## config.mk

```make
export PLATFORM = sky130hd
export DESIGN_NAME = alu_sched_flat
export DESIGN_NICKNAME = d
export VERILOG_FILES = /design/src/rtl/alu_sched_if.sv /design/src/rtl/alu_sched.sv /design/src/flat_wrapper.sv
export SDC_FILE = /design/constraint.sdc
export NUM_CORES = 1
export LEC_CHECK = 0
export ABC_CLOCK_PERIOD_IN_PS = 5000
export BUFFER_PORTS_ARGS = -buffer_cell sky130_fd_sc_hd__buf_2
export CORE_UTILIZATION = 25
export CTS_BUF_LIST = sky130_fd_sc_hd__clkbuf_16
export DETAILED_ROUTE_END_ITERATION = 12
export PLACE_DENSITY_LB_ADDON = 0.1
export SETUP_SLACK_MARGIN = 0.4
export SLEW_MARGIN = 20
export SYNTH_ARGS = -nofsm -noshare
export SYNTH_HDL_FRONTEND = slang
export SYNTH_SLANG_ARGS = --single-unit
```

## constraint.sdc

```tcl
create_clock -name clk -period 5 [get_ports clk]
set_clock_uncertainty 0.2 [all_clocks]
set_input_delay 0.25 -clock clk [delete_from_list [all_inputs] [get_ports clk]]
set_output_delay 0.25 -clock clk [all_outputs]
set_load 0.005 [all_outputs]
```

## src/rtl/alu_sched_if.sv

```systemverilog
// Requester-side bundle for alu_sched: two operation request channels plus the shared response.
// Latency: none (pure wiring).
// Backpressure: reqN_ready gates each request channel; the response path has none.
interface alu_sched_if #(
    parameter int word_width = 32,
    parameter int op_width   = 4,
    parameter int flag_width = 5
);
    logic                  req0_valid;
    logic                  req0_ready;
    logic [op_width-1:0]   req0_op;
    logic [word_width-1:0] req0_a;
    logic [word_width-1:0] req0_b;
    logic                  req0_cin;
    logic                  rsp0_valid;

    logic                  req1_valid;
    logic                  req1_ready;
    logic [op_width-1:0]   req1_op;
    logic [word_width-1:0] req1_a;
    logic [word_width-1:0] req1_b;
    logic                  req1_cin;
    logic                  rsp1_valid;

    logic [word_width-1:0] rsp_result;
    logic [flag_width-1:0] rsp_flags;

    // Requester side
    modport master (
        output req0_valid, req0_op, req0_a, req0_b, req0_cin,
        output req1_valid, req1_op, req1_a, req1_b, req1_cin,
        input  req0_ready, req1_ready, rsp0_valid, rsp1_valid, rsp_result, rsp_flags
    );

    // Scheduler side
    modport slave (
        input  req0_valid, req0_op, req0_a, req0_b, req0_cin,
        input  req1_valid, req1_op, req1_a, req1_b, req1_cin,
        output req0_ready, req1_ready, rsp0_valid, rsp1_valid, rsp_result, rsp_flags
    );
endinterface

```

## src/rtl/alu_sched.sv

```systemverilog
// Round-robin scheduler sharing one T1/T2/ALU datapath between two requesters.
// Latency: response pulse 3 cycles after the accept cycle; one operation per 4 cycles.
// Backpressure: ready only in IDLE for the granted requester; responses cannot be stalled.
module alu_sched #(
    parameter int word_width = 32,
    parameter int op_width   = 4,
    parameter int flag_width = 5
) (
    input  logic                  clk,
    input  logic                  rst,
    alu_sched_if.slave            bus,
    output logic                  busy,
    output logic                  t1_we,
    output logic                  t2_we,
    output logic [word_width-1:0] t1_in,
    output logic [word_width-1:0] t2_in,
    output logic                  t1_oe,
    output logic                  t2_oe,
    output logic                  alu_oe,
    output logic [op_width-1:0]   alu_opcode,
    output logic                  alu_carry,
    input  logic [word_width-1:0] alu_out,
    input  logic [flag_width-1:0] alu_flags
);

    typedef enum logic [1:0] {IDLE, LOAD, EXEC, DONE} state_t;

    state_t              state;
    logic                last_grant;   // index served most recently; loser of the next tie
    logic                grant_q;      // index that owns the operation in flight
    logic [op_width-1:0] op_q;
    logic                cin_q;

    logic                gnt_idx;
    logic                accept;

    // Arbitration: a lone requester wins; on a tie the one not served last wins
    always_comb begin
        gnt_idx = bus.req1_valid && (!bus.req0_valid || !last_grant);
    end

    assign bus.req0_ready = (state == IDLE) && bus.req0_valid && !gnt_idx;
    assign bus.req1_ready = (state == IDLE) && bus.req1_valid &&  gnt_idx;
    assign accept         = bus.req0_ready || bus.req1_ready;
    assign busy           = (state != IDLE);

    // Sequencer: latch the winning op, then drive registered controls through LOAD/EXEC/DONE
    always_ff @(posedge clk) begin
        if (rst) begin
            state          <= IDLE;
            last_grant     <= 1'b1;
            grant_q        <= 1'b0;
            op_q           <= '0;
            cin_q          <= 1'b0;
            t1_we          <= 1'b0;
            t2_we          <= 1'b0;
            t1_in          <= '0;
            t2_in          <= '0;
            t1_oe          <= 1'b0;
            t2_oe          <= 1'b0;
            alu_oe         <= 1'b0;
            alu_opcode     <= '0;
            alu_carry      <= 1'b0;
            bus.rsp0_valid <= 1'b0;
            bus.rsp1_valid <= 1'b0;
            bus.rsp_result <= '0;
            bus.rsp_flags  <= '0;
        end else begin
            // Controls are single-state pulses; result/flags hold until the next capture
            t1_we          <= 1'b0;
            t2_we          <= 1'b0;
            t1_in          <= '0;
            t2_in          <= '0;
            t1_oe          <= 1'b0;
            t2_oe          <= 1'b0;
            alu_oe         <= 1'b0;
            alu_opcode     <= '0;
            alu_carry      <= 1'b0;
            bus.rsp0_valid <= 1'b0;
            bus.rsp1_valid <= 1'b0;

            case (state)
                IDLE: begin
                    if (accept) begin
                        state      <= LOAD;
                        grant_q    <= gnt_idx;
                        last_grant <= gnt_idx;
                        op_q       <= gnt_idx ? bus.req1_op  : bus.req0_op;
                        cin_q      <= gnt_idx ? bus.req1_cin : bus.req0_cin;
                        // Operands go straight into the LOAD-cycle write data registers
                        t1_we      <= 1'b1;
                        t2_we      <= 1'b1;
                        t1_in      <= gnt_idx ? bus.req1_a : bus.req0_a;
                        t2_in      <= gnt_idx ? bus.req1_b : bus.req0_b;
                    end
                end
                LOAD: begin
                    state      <= EXEC;
                    t1_oe      <= 1'b1;
                    t2_oe      <= 1'b1;
                    alu_oe     <= 1'b1;
                    alu_opcode <= op_q;
                    alu_carry  <= cin_q;
                end
                EXEC: begin
                    state          <= DONE;
                    bus.rsp_result <= alu_out;
                    bus.rsp_flags  <= alu_flags;
                    bus.rsp0_valid <= !grant_q;
                    bus.rsp1_valid <= grant_q;
                end
                DONE: begin
                    state <= IDLE;
                end
                default: begin
                    state <= IDLE;
                end
            endcase
        end
    end

endmodule

```

## src/flat_wrapper.sv

```systemverilog
// flat-port wrapper written by rule: the top's interface ports become plain ports
module alu_sched_flat 
#(
    parameter int word_width = 32,
    parameter int op_width   = 4,
    parameter int flag_width = 5
)
  (clk, rst, busy, t1_we, t2_we, t1_in, t2_in, t1_oe, t2_oe, alu_oe, alu_opcode, alu_carry, alu_out, alu_flags, bus_req0_valid, bus_req0_op, bus_req0_a, bus_req0_b, bus_req0_cin, bus_req1_valid, bus_req1_op, bus_req1_a, bus_req1_b, bus_req1_cin, bus_req0_ready, bus_req1_ready, bus_rsp0_valid, bus_rsp1_valid, bus_rsp_result, bus_rsp_flags);
  alu_sched_if #(.word_width(word_width), .op_width(op_width), .flag_width(flag_width)) bus_i ();
  input  logic clk;
  input  logic rst;
  output logic busy;
  output logic t1_we;
  output logic t2_we;
  output logic [word_width-1:0] t1_in;
  output logic [word_width-1:0] t2_in;
  output logic t1_oe;
  output logic t2_oe;
  output logic alu_oe;
  output logic [op_width-1:0] alu_opcode;
  output logic alu_carry;
  input  logic [word_width-1:0] alu_out;
  input  logic [flag_width-1:0] alu_flags;
  input wire logic [$bits(bus_i.req0_valid)-1:0] bus_req0_valid;
  input wire logic [$bits(bus_i.req0_op)-1:0] bus_req0_op;
  input wire logic [$bits(bus_i.req0_a)-1:0] bus_req0_a;
  input wire logic [$bits(bus_i.req0_b)-1:0] bus_req0_b;
  input wire logic [$bits(bus_i.req0_cin)-1:0] bus_req0_cin;
  input wire logic [$bits(bus_i.req1_valid)-1:0] bus_req1_valid;
  input wire logic [$bits(bus_i.req1_op)-1:0] bus_req1_op;
  input wire logic [$bits(bus_i.req1_a)-1:0] bus_req1_a;
  input wire logic [$bits(bus_i.req1_b)-1:0] bus_req1_b;
  input wire logic [$bits(bus_i.req1_cin)-1:0] bus_req1_cin;
  output wire logic [$bits(bus_i.req0_ready)-1:0] bus_req0_ready;
  output wire logic [$bits(bus_i.req1_ready)-1:0] bus_req1_ready;
  output wire logic [$bits(bus_i.rsp0_valid)-1:0] bus_rsp0_valid;
  output wire logic [$bits(bus_i.rsp1_valid)-1:0] bus_rsp1_valid;
  output wire logic [$bits(bus_i.rsp_result)-1:0] bus_rsp_result;
  output wire logic [$bits(bus_i.rsp_flags)-1:0] bus_rsp_flags;
  assign bus_i.req0_valid = bus_req0_valid;
  assign bus_i.req0_op = bus_req0_op;
  assign bus_i.req0_a = bus_req0_a;
  assign bus_i.req0_b = bus_req0_b;
  assign bus_i.req0_cin = bus_req0_cin;
  assign bus_i.req1_valid = bus_req1_valid;
  assign bus_i.req1_op = bus_req1_op;
  assign bus_i.req1_a = bus_req1_a;
  assign bus_i.req1_b = bus_req1_b;
  assign bus_i.req1_cin = bus_req1_cin;
  assign bus_req0_ready = bus_i.req0_ready;
  assign bus_req1_ready = bus_i.req1_ready;
  assign bus_rsp0_valid = bus_i.rsp0_valid;
  assign bus_rsp1_valid = bus_i.rsp1_valid;
  assign bus_rsp_result = bus_i.rsp_result;
  assign bus_rsp_flags = bus_i.rsp_flags;
  alu_sched #(.word_width(word_width), .op_width(op_width), .flag_width(flag_width)) u_core (.clk(clk), .rst(rst), .bus(bus_i), .busy(busy), .t1_we(t1_we), .t2_we(t2_we), .t1_in(t1_in), .t2_in(t2_in), .t1_oe(t1_oe), .t2_oe(t2_oe), .alu_oe(alu_oe), .alu_opcode(alu_opcode), .alu_carry(alu_carry), .alu_out(alu_out), .alu_flags(alu_flags));
endmodule
```

==> flow_metrics.py <==
metrics = {
    "run_status": {
        "run_status": "finished clean",
    },
    "floorplanning": {
        "die_x_um": 133,
        "core-area_um2": 16600,
        "start_util_pct": 25.7,
        "dieArea_um2": 17600,
        "ios": 295,
        "die_h_um": 133,
        "rows": 47,
    },
    "setup_path": {
        "critical-path-top-delay-family": "buffers and inverters",
        "r2r-end": "u_core.t1_in[19]$_SDFF_PP0_",
        "critical-path-max-stage-delay_ps": 580,
        "reg2reg_slack_ps": 2000,
        "critPathBufInv": 3,
        "path_class": "register to register",
        "crit_start": "u_core.state[0]$_SDFFE_PP0P_",
        "regToRegStartpoint": "u_core.state[0]$_SDFFE_PP0P_",
        "cp_slowest_cell": "dlygate4sd3_1",
        "path_depth": 7,
        "crit_end": "u_core.t1_in[19]$_SDFF_PP0_",
        "endpoint_kind": "register",
        "crit_path_start_kind": "register",
        "reg2reg_depth": 7,
        "crit_arrival_ps": 3150,
        "crit_chain": "inv_1 -> ha_1 -> o21a_1 -> nand2b_2 -> buf_4 -> a21oi_1 -> dlygate4sd3_1",
        "cp.required_ps": 5150,
        "crit_fanout": 44,
    },
    "logic_synthesis": {
        "synthesis.instances": 475,
        "synth_cell_types": 29,
        "ys_warn_count": 0,
        "netlist_area_um2": 4260,
        "syn_avg_cell_area_um2": 8.96,
        "ys_ff_latch": 119,
        "yosysSeqAreaShare_pct": 56.0,
        "syn_nets": 657,
    },
    "sta": {
        "finalCritPeriodShare_pct": 60.1,
        "slew_headroom_pct": 39.2,
        "setup_ws_ps": 2000,
        "hold_violations": 0,
        "worst_pin_slew_ps": 912,
        "fin_hold_ws_ps": 21.0,
        "period_minus_slack_ps": 3000,
        "setup-violations-final": 0,
        "rsz0062_at_grt": "false",
        "tns_ps": 0,
        "fmax_mhz": 333,
        "drv_slew": 0,
    },
    "cts": {
        "cts_buffer_depth": 2,
        "numCtsBuffers": 17,
        "root_buffer": "clkbuf_16",
        "cts.sinks": 119,
        "clock_latency_ps": 410,
        "post_cts_resized": 0,
        "cts_hold_buf": 173,
        "clkTransAtPathRegs_ps": 50,
        "cts_setup_buffers": 0,
        "tritoncts": "yes",
        "htree_num_levels": 4,
    },
    "drt": {
        "wl_per_cell_um": 13.4,
        "dr.pass1.iters": 4,
        "wirelength_um": 15600,
        "drt-initial-drc-count": 146,
        "ant_nets": 0,
        "viasPerCell": 4.26,
        "route.vias.total": 4953,
        "drc": 0,
    },
    "power_and_ir_drop": {
        "leakagePower_nw": 4.12,
        "vdd_drop_max_mv": 0.240,
        "p_total_mw": 3.35,
        "p_per_area_nw_per_um2": 411,
    },
    "place": {
        "place.gp.congestion": 0.795,
        "placed_area_um2": 5840,
        "dp_cells": 957,
        "place_ws_ps": 2510,
        "io_buffers": 294,
        "hpwl_um": 10100,
    },
    "cells_and_area": {
        "fillers": 1593,
        "drive_gt1_share_pct": 35.8,
        "final_area_um2": 8160,
        "multi_input_area_um2": 1650,
        "final_nets": 1111,
        "syn2layout_area_growth_pct": 91.6,
        "utilization_pct": 49.2,
        "instances_no_fill": 1163,
        "seq_area_um2": 2380,
    },
    "run": {
        "cap_violations": 0,
    },
    "grt": {
        "track_usage_pct": 17.7,
        "grt_pass1_vias": 5053,
        "overflow": 0,
        "antenna_found_initial": 2,
        "grt_pass1_wl_um": 24400,
        "grt_start_max_net_pins": 51,
    },
    "worst_hold_path": {
        "hold_path.class": "primary input to register",
    },
}
[worst register-to-register path, stage by stage (launching register included)]
cell,delay (ps)
dfxtp_1,330
inv_1,90
ha_1,320
o21a_1,310
nand2b_2,520
buf_4,440
a21oi_1,160
dlygate4sd3_1,580
[cell families after synthesis]
kind of cell             share of synthesized area [%]
AND/OR/NAND/NOR                                   17.7
multiplexers                                      8.70
flip-flops                                        56.0
AO/OA/AOI/OAI                                     11.3
adder cells (fa/ha/maj)                          0.882
buffers and inverters                             5.50
[where the power goes]
part           switching [mW]  internal [mW]  leakage, nW  total, mW
combinational           0.451          0.496         2.88      0.948
clock                   0.437          0.774        0.271       1.21
sequential             0.0684           1.12        0.972       1.19
[layout by cell type (no fill, tap or decap), drive strengths merged, types with 6 or more instances in the layout]
cell         count
mux2i           37
nor2            45
dfxtp          119
nand2          133
buf            299
clkinv           7
a21oi           71
clkbuf          17
a211oi           6
dlygate4sd3    173
[metal layers]
layer / track usage, % / wire length [µm]
met5: 0 / 13
met4: 6.64 / 317
met3: 6.28 / 1120
met2: 31.8 / 8010
met1: 19.0 / 6160
[final cells by class]
cell class / count / area share [%]
Sequential cell: 119 / 29.2
Clock inverter: 15 / 1.98
Multi-Input combinational cell: 315 / 20.3
Clock buffer: 17 / 5.22
Tap cell: 220 / 3.37
Inverter: 4 / 0.184
Antenna cell: 1 / 0.0307
Timing Repair Buffer: 472 / 39.7
[synthesized netlist by cell type, drive strengths merged]
cell	count	area, µm²
a211oi	6	70.1
a21bo	1	10.0
a21boi	1	11.3
a21oi	71	355
a22oi	1	7.51
a31oi	1	6.26
and2	5	31.3
and3	1	6.26
and3b	1	8.76
buf	31	196
clkbuf	6	22.5
dfxtp	119	2380
ha	3	37.5
inv	4	15.0
mux2i	37	370
nand2	133	499
nand2b	1	6.26
nor2	45	169
nor2b	1	6.26
nor3	1	5.00
nor3b	1	7.51
o21a	1	7.51
o21ai	1	5.00
o31ai	1	7.51
or2	1	6.26
or4	1	7.51
[state kept, by name (all words and copies together) (netlist names)]
name,flops
u_core.alu_carry,1
u_core.alu_opcode,4
u_core.bus.rsp0_valid,1
u_core.bus.rsp1_valid,1
u_core.bus.rsp_flags,5
u_core.bus.rsp_result,32
u_core.cin_q,1
u_core.grant_q,1
u_core.last_grant,1
u_core.op_q,4
u_core.state,2
u_core.t1_in,32
u_core.t1_oe,1
u_core.t1_we,1
u_core.t2_in,32
[worst min path at each step]
stage | startpoint | end | slack [ps] | cells past startpoint
after global routing | bus_req1_op[0] | u_core.op_q[0]$_SDFFE_PP0P_ | 20 | 3
after floorplan | rst | u_core.t1_oe$_SDFF_PP0_ | 160 | 1
after global placement | u_core.op_q[3]$_SDFFE_PP0P_ | u_core.alu_opcode[3]$_SDFF_PP0_ | 250 | 1
after detailed placement | u_core.op_q[1]$_SDFFE_PP0P_ | u_core.alu_opcode[1]$_SDFF_PP0_ | 250 | 1
after CTS | bus_req1_op[0] | u_core.op_q[0]$_SDFFE_PP0P_ | 2 | 3
final | bus_req1_op[0] | u_core.op_q[0]$_SDFFE_PP0P_ | 20 | 3
Note: power is estimated with default switching activity, not from simulation.
